--- src/rtl/tail_bit_reset_tx.sv ---
// Tail-bit pin driver: forwards router tail bits with a run-length limiter, and on
// request emits a low/high/low reset sequence long enough for the downstream receiver.
module tail_bit_reset_tx #(
  parameter int N    = 3,
  parameter int HOLD = 8,
  parameter int GAP  = 4
) (
  input  logic our_clk,
  input  logic reset_n,
  input  logic req,
  input  logic tail_in,
  input  logic tail_valid,
  output logic tail_out,
  output logic tx_ready,
  output logic busy,
  output logic done,
  output logic clip_err
);

  localparam int MX = (HOLD > GAP) ? HOLD : GAP;
  localparam int CW = $clog2(MX + 1);
  localparam int RW = (N > 1) ? $clog2(N) : 1;

  generate
    if (HOLD < N + 2) begin : g_bad_hold
      $error("tail_bit_reset_tx: HOLD must be at least N+2");
    end
    if (GAP < 1) begin : g_bad_gap
      $error("tail_bit_reset_tx: GAP must be at least 1");
    end
  endgenerate

  typedef enum logic [1:0] {S_IDLE, S_DRAIN, S_ASSERT, S_RECOVER} state_e;

  state_e        state_q;
  logic [CW-1:0] cnt_q;
  logic [RW-1:0] run_q;
  logic          tail_q, done_q, clip_q;
  logic          hi;

  assign hi = tail_in & tail_valid;

  always_ff @(posedge our_clk or negedge reset_n) begin
    if (!reset_n) begin
      state_q <= S_IDLE;
      cnt_q   <= '0;
      run_q   <= '0;
      tail_q  <= 1'b0;
      done_q  <= 1'b0;
      clip_q  <= 1'b0;
    end else begin
      done_q <= 1'b0;
      unique case (state_q)
        S_IDLE: begin
          if (req) begin
            // Request wins over data this cycle; run clears so no long high spans the boundary.
            state_q <= S_DRAIN;
            cnt_q   <= CW'(GAP - 1);
            tail_q  <= 1'b0;
            run_q   <= '0;
          end else if (hi && run_q == RW'(N - 1)) begin
            tail_q <= 1'b0;
            clip_q <= 1'b1;
            run_q  <= '0;
          end else if (hi) begin
            tail_q <= 1'b1;
            run_q  <= run_q + RW'(1);
          end else begin
            tail_q <= 1'b0;
            run_q  <= '0;
          end
        end
        S_DRAIN: begin
          if (cnt_q == '0) begin
            state_q <= S_ASSERT;
            cnt_q   <= CW'(HOLD - 1);
            tail_q  <= 1'b1;
          end else begin
            cnt_q  <= cnt_q - CW'(1);
            tail_q <= 1'b0;
          end
        end
        S_ASSERT: begin
          if (cnt_q == '0) begin
            state_q <= S_RECOVER;
            cnt_q   <= CW'(GAP - 1);
            tail_q  <= 1'b0;
          end else begin
            cnt_q  <= cnt_q - CW'(1);
            tail_q <= 1'b1;
          end
        end
        S_RECOVER: begin
          tail_q <= 1'b0;
          if (cnt_q == '0) begin
            state_q <= S_IDLE;
            done_q  <= 1'b1;
          end else begin
            cnt_q <= cnt_q - CW'(1);
          end
        end
        default: state_q <= S_IDLE;
      endcase
    end
  end

  assign tail_out = tail_q;
  assign done     = done_q;
  assign clip_err = clip_q;
  assign tx_ready = (state_q == S_IDLE);
  assign busy     = ~tx_ready;

endmodule

--- config.mk ---
export PLATFORM = sky130hd
export DESIGN_NAME = tail_bit_reset_tx
export DESIGN_NICKNAME = d
export VERILOG_FILES = /design/src/rtl/tail_bit_reset_tx.sv
export SDC_FILE = /design/constraint.sdc
export NUM_CORES = 1
export LEC_CHECK = 0
export ABC_CLOCK_PERIOD_IN_PS = 3100
export BUFFER_PORTS_ARGS = -buffer_cell sky130_fd_sc_hd__buf_2
export CORE_AREA = 2 2 39 41
export CTS_CLUSTER_DIAMETER = 40
export DETAILED_ROUTE_END_ITERATION = 8
export DIE_AREA = 0 0 41 43
export GPL_ROUTABILITY_DRIVEN = 1
export PLACE_DENSITY = 0.75
export SETUP_SLACK_MARGIN = 0.05
export SLEW_MARGIN = 20
export SYNTH_ARGS = -nofsm -noshare
export SYNTH_HDL_FRONTEND = slang
export SYNTH_SLANG_ARGS = --single-unit
--- constraint.sdc ---
create_clock -name our_clk -period 3.1 [get_ports our_clk]
set_input_delay 0.31 -clock our_clk [delete_from_list [all_inputs] [get_ports our_clk]]
set_output_delay 0.31 -clock our_clk [all_outputs]
set_load 0.05 [all_outputs]
==> flow_summary.yaml, run 1 <==
placed_design:
  dp_hpwl_um: 870
  dp_cells: 81
  io_buffers: 9
  placed_area_um2: 691
  gp_congestion: 0.847
  dp_slack_ps: 1180
setup_path:
  cp.arrival_ps: 2110
  r2r_slack_ps: 1160
  cp-end-kind: "flip-flop"
  crit_required_ps: 3260
  path_class: "flip-flop to flip-flop"
  reg2reg_to: "state_q[1]$_DFFE_PN0P_"
  setup.worst_path.start_class: "flip-flop"
  crit_fanout: 5
  reg2regPathDepth: 5
  reg2reg_from: "cnt_q[0]$_DFFE_PN0P_"
clock_tree:
  cts_resized: 0
  clock-root-buffer: "clkbuf_4"
  h-tree-depth: 1
  cts_tree: "yes"
  cts.sinks: 11
  numCtsBuffers: 3
  clock_path_buffers: 2
  path_clk_slew_ps: 70
  clk_latency_ps: 280
hold_path:
  holdPathEnd: "cnt_q[3]$_DFFE_PN0P_"
  whs_path_depth: 2
  min-delay-start: "req"
  min_path_type: "input port to flip-flop"
sta:
  hold_viol: 0
  finalSetupViolCount: 0
  fin_ws_ps: 1160
  min_period_ps: 1940
  final.setup.tns_ps: 0
  hold_ws_ps: 267
  fin_skew_ps: 0.690
  maxSlewViolCount: 0
  relSlewSlack: 0.593
  period_share: 0.627
  worst_pin_slew_ps: 610
  rsz0062_at_grt: "no"
  fmax_ghz: 0.515
floorplan:
  start_util: 0.456
  fp.dieW_um: 41
  rows: 14
  num_io_pins: 10
  placeableCoreArea_um2: 1380
  die_h_um: 43
  dieArea_um2: 1760
power:
  p_per_area_nw_per_um2: 1150
  p_leak_nw: 0.366
  power.total_mw: 0.833
  vdd_drop_max_v: 0.000544
global_routing:
  grt_pass1_vias: 438
  grt_max_degree: 12
  antenna_found_initial: 0
  grt_overflow: 0
  track_usage: 0.159
  grt_first_pass_wirelength_mm: 1.84
routing:
  routed_via_density: 5.53
  drt_iter0_drc: 5
  vias: 476
  drc_errors: 0
  wl_mm: 1.13
  wl_per_cell_um: 13.2
  postRouteAntennaNets: 0
  firstDrtPassIters: 3
synthesis:
  yosys_most_used_dff: "dfrtp_1"
  syn_avg_cell_area_um2: 11.1
  synthesis.area_um2: 631
  ys_ff_latch: 11
  synth-seq-area-share: 0.437
  synth-async-reset-ratio: 1.00
  yosys_warnings: 0
  synth_edf_count: 0
  synth_nets: 68
  ys_types: 29
  synth_cells: 57
cells_and_area:
  antenna_cells: 0
  drive_gt1_frac: 0.229
  area_growth_syn_to_layout_pct: 15.3
  final_cell_mix: "11 x dfrtp_1, 9 x buf_2, 6 x inv_1, 6 x ha_1, 5 x nor2_1"
  instances_no_fill: 86
  final_cell_area_um2: 727
  fin_nets: 82
  utilization: 0.525
  final_common_cell: "dfrtp_1"
run:
  max_cap_viol_count: 0
status:
  run_status: "finished, final reports clean"
[cells by family (layout without fill, tap and decap cells)]
kind of cell / after synthesis / in the layout / synth area share
AOI/OAI and AO/OA: 12 / 12 / 0.165
and+or+nand+nor: 16 / 16 / 0.155
buffers and inverters: 7 / 20 / 0.0436
DFF: 11 / 11 / 0.437
adders and majority gates: 6 / 6 / 0.119
muxes: 4 / 4 / 0.0675
xor gates and xnor gates: 1 / 1 / 0.0139
[critical path: stages (launching register included)]
cell     delay (ps)
dfrtp_1         410
inv_1            90
ha_1            200
nor3b_1         540
o22a_2          270
mux2_1          310
[power breakdown]
part	leakage, nW	total, mW	internal, mW	switching (mW)
clock network	0.0150	0.100	0.0500	0.0500
registers	0.141	0.242	0.199	0.0423
logic	0.209	0.491	0.209	0.282
[per-layer routing]
layer	part of all wire	wire [um]	up-vias	global-route usage
met5	0	0	-	0
met3	0.028	32	3	0.0471
met4	0.023	26	0	0.0800
li1	-	-	235	-
met1	0.44	500	232	0.203
met2	0.51	572	6	0.234
[cell usage after synthesis, types with 2 or more instances]
cell type  count  area, um^2
dfrtp_1       11         275
ha_1           6        75.1
inv_1          6        22.5
mux2i_1        2        20.0
nor2_1         5        18.8
nor2b_1        2        12.5
nor3_1         2        10.0
o21ai_0        2        10.0
[final cells by class]
cell class	instances	area, um^2
repair buffers	10	55.1
flip-flops and latches	11	275
clock buffers	4	26.3
fillers	127	657
inverters	6	22.5
multi-input cells	39	328
well taps	16	20.0
[sequential cells by signal, indices dropped and copies added, names as in the netlist]
| signal | count |
|---|---|
| done | 1 |
| tail_out | 1 |
| run_q | 2 |
| clip_err | 1 |
| cnt_q | 4 |
| state_q | 2 |
[worst max path at each step]
stage	cells past startpoint	start	end	slack, ps
after floorplan	6	state_q[0]$_DFFE_PN0P_	state_q[1]$_DFFE_PN0P_	930
after global placement	5	cnt_q[0]$_DFFE_PN0P_	state_q[1]$_DFFE_PN0P_	1290
after detailed placement	5	cnt_q[0]$_DFFE_PN0P_	state_q[1]$_DFFE_PN0P_	1180
after CTS	5	cnt_q[0]$_DFFE_PN0P_	state_q[1]$_DFFE_PN0P_	1170
after global routing	5	cnt_q[0]$_DFFE_PN0P_	state_q[1]$_DFFE_PN0P_	1050
final	5	cnt_q[0]$_DFFE_PN0P_	state_q[1]$_DFFE_PN0P_	1160
[timing repair]
action	CTS	global route
setup buffers	0	0
hold buffers	1	0
endpoints found under the setup margin	0	0
hold endpoints to repair	11	0
Note: power is estimated with default switching activity, not from simulation.
==> run 2, diff against run 1 <==
Settings changed: ABC_CLOCK_PERIOD_IN_PS 3100 to 1580, CORE_AREA 2 2 39 41 to not set, CORE_MARGIN set to 2, CORE_UTILIZATION set to 47, DIE_AREA 0 0 41 43 to not set, PLACE_DENSITY 0.75 to 0.77.
Clock period 3.1 ns to 1.58 ns, I/O delays scaled along.
==> run 2 against run 1 <==
Against the previous run: the flow now finishes with violations (negative setup slack); final area increased by 32%; die area decreased by 6.4%; non-clock buffer count increased by 17; highest routed layer unchanged; clock power increased by 100%; count of clock-buffer cells in the layout unchanged.
==> flow_summary.yaml, run 2 (same netlist as run 1, synthesis figures left out) <==
sta:
  min_period_ps: 1620
  rsz0062_at_grt: "yes"
  hold_viol: 0
  fin_ws_ps: -43.9
  finalSetupViolCount: 2
  maxSlewViolCount: 0
  hold_ws_ps: 166
  period_share: 1.03
  worst_pin_slew_ps: 268
  fmax_ghz: 0.616
  fin_skew_ps: 1.21
  relSlewSlack: 0.820
cells_and_area:
  instances_no_fill: 102
  final_common_cell: "buf_4"
  multi_input_area_um2: 409
  final_cell_mix: "15 x buf_4, 10 x dfrtp_1, 8 x buf_2"
  area_growth_syn_to_layout_pct: 51.8
  largest_reg_flops: 4
  drive_gt1_frac: 0.598
  seq_area_um2: 277
  top_register: "cnt_q"
  n_fill_cell: 85
  top_regs: "cnt_q (4), run_q (2), state_q (2)"
  antenna_cells: 0
  fin_nets: 99
routing:
  vias: 586
  wl_per_cell_um: 17.4
  drt_iter0_drc: 6
  firstDrtPassIters: 4
  wl_mm: 1.77
  drc_errors: 0
  routed_via_density: 5.75
  postRouteAntennaNets: 0
global_routing:
  antenna_found_initial: 0
  track_usage: 0.265
  grt_first_pass_wirelength_mm: 2.68
  grt_pass1_vias: 565
  grt_max_degree: 12
  grt_overflow: 0
power:
  vdd_drop_max_v: 0.00165
  p_leak_nw: 0.463
  p_per_area_nw_per_um2: 2500
clock_tree:
  clock_path_buffers: 2
  cts_tree: "yes"
  h-tree-depth: 1
  cts.sinks: 11
  numCtsBuffers: 3
  clock-root-buffer: "clkbuf_4"
  path_clk_slew_ps: 70
  clk_latency_ps: 270
setup_path:
  crit_chain: "inv_2 -> ha_4 -> or3b_4 -> a211o_1 -> a32o_1"
  cp-end-kind: "flip-flop"
  cp.arrival_ps: 1790
  setup.worst_path.start_class: "flip-flop"
  path_class: "flip-flop to flip-flop"
  crit_fanout: 4
  cpPeakStageDelay_ps: 400
  cp_slowest_cell: "dfrtp_1"
  crit_required_ps: 1750
floorplan:
  die_h_um: 40.6
  dieArea_um2: 1650
  num_io_pins: 10
  placeableCoreArea_um2: 1270
  rows: 13
  fp.dieW_um: 40.6
  start_util: 0.497
placed_design:
  io_buffers: 9
  dp_hpwl_mm: 1.11
  dp_cells: 92
  dp_slack_ps: -85.8
  gp_congestion: 0.876
run:
  max_cap_viol_count: 0
hold_path:
  min_path_type: "input port to flip-flop"
status:
  violations: "negative setup slack"
  run_status: "finished, violations left"
-- run 2: per-layer routing --
metal  share of wire  track usage  up-vias
li1                -            -      275
met1            0.41        0.292      291
met2            0.53        0.484       14
met3           0.028       0.0217        6
met4           0.028        0.167        0
met5               0            0        -
-- run 2: cell type report --
cell class,instances,share of cell area
flip-flops and latches,11,0.289
multi-input cells,39,0.427
clock buffers,4,0.0275
repair buffers,27,0.209
well taps,15,0.0196
inverters,6,0.0275
-- run 2: power by group --
group | internal (mW) | switching (mW)
clock network | 0.0980 | 0.104
registers | 0.393 | 0.0919
logic | 0.886 | 0.819
total | 1.38 | 1.01
-- run 2: worst paths after layout --
check | start | endpoint | slack (ps) | depth (start not counted)
worst max register to register | cnt_q[1]$_DFFE_PN0P_ | cnt_q[2]$_DFFE_PN0P_ | -40 | 5
worst min register to register | clip_err$_DFFE_PN0P_ | clip_err$_DFFE_PN0P_ | 520 | 1
worst min-delay path | req | cnt_q[3]$_DFFE_PN0P_ | 170 | 2
worst max-delay path | cnt_q[1]$_DFFE_PN0P_ | cnt_q[2]$_DFFE_PN0P_ | -40 | 5
min in group asynchronous | reset_n | cnt_q[2]$_DFFE_PN0P_ | 280 | 2
max in group asynchronous | reset_n | state_q[1]$_DFFE_PN0P_ | 1070 | 2
-- run 2: worst max-delay path: cells and delay by family, from the launching register on --
kind,cells,cell delay (ps)
compound gates,2,510
fa+ha+maj,1,140
buf+inv,1,80
flops,1,400
simple gates,1,380
-- run 2: repair_timing --
action | CTS | global route
endpoints found under the setup margin | 7 | 11
endpoints found under the hold margin | 11 | 0
pin swaps | 4 | 3
hold buffers | 1 | 0
resized for setup | 15 | 5
buffers inserted | 2 | 3
-- run 2: stage by stage --
| stage | instance area [um^2] | setup TNS, ps | util | power, mW |
|---|---|---|---|---|
| 2_1_floorplan | 662 | -422 | - | 1.38 |
| 6_report | 957 | -68.7 | 0.754 | 2.39 |
| 4_1_cts | 916 | -82.5 | 0.722 | 2.24 |
| 3_3_place_gp | 805 | -30.1 | 0.634 | 1.75 |
| 5_1_grt | 957 | -319 | 0.754 | 2.53 |
| 3_5_place_dp | 805 | -145 | 0.634 | 1.79 |
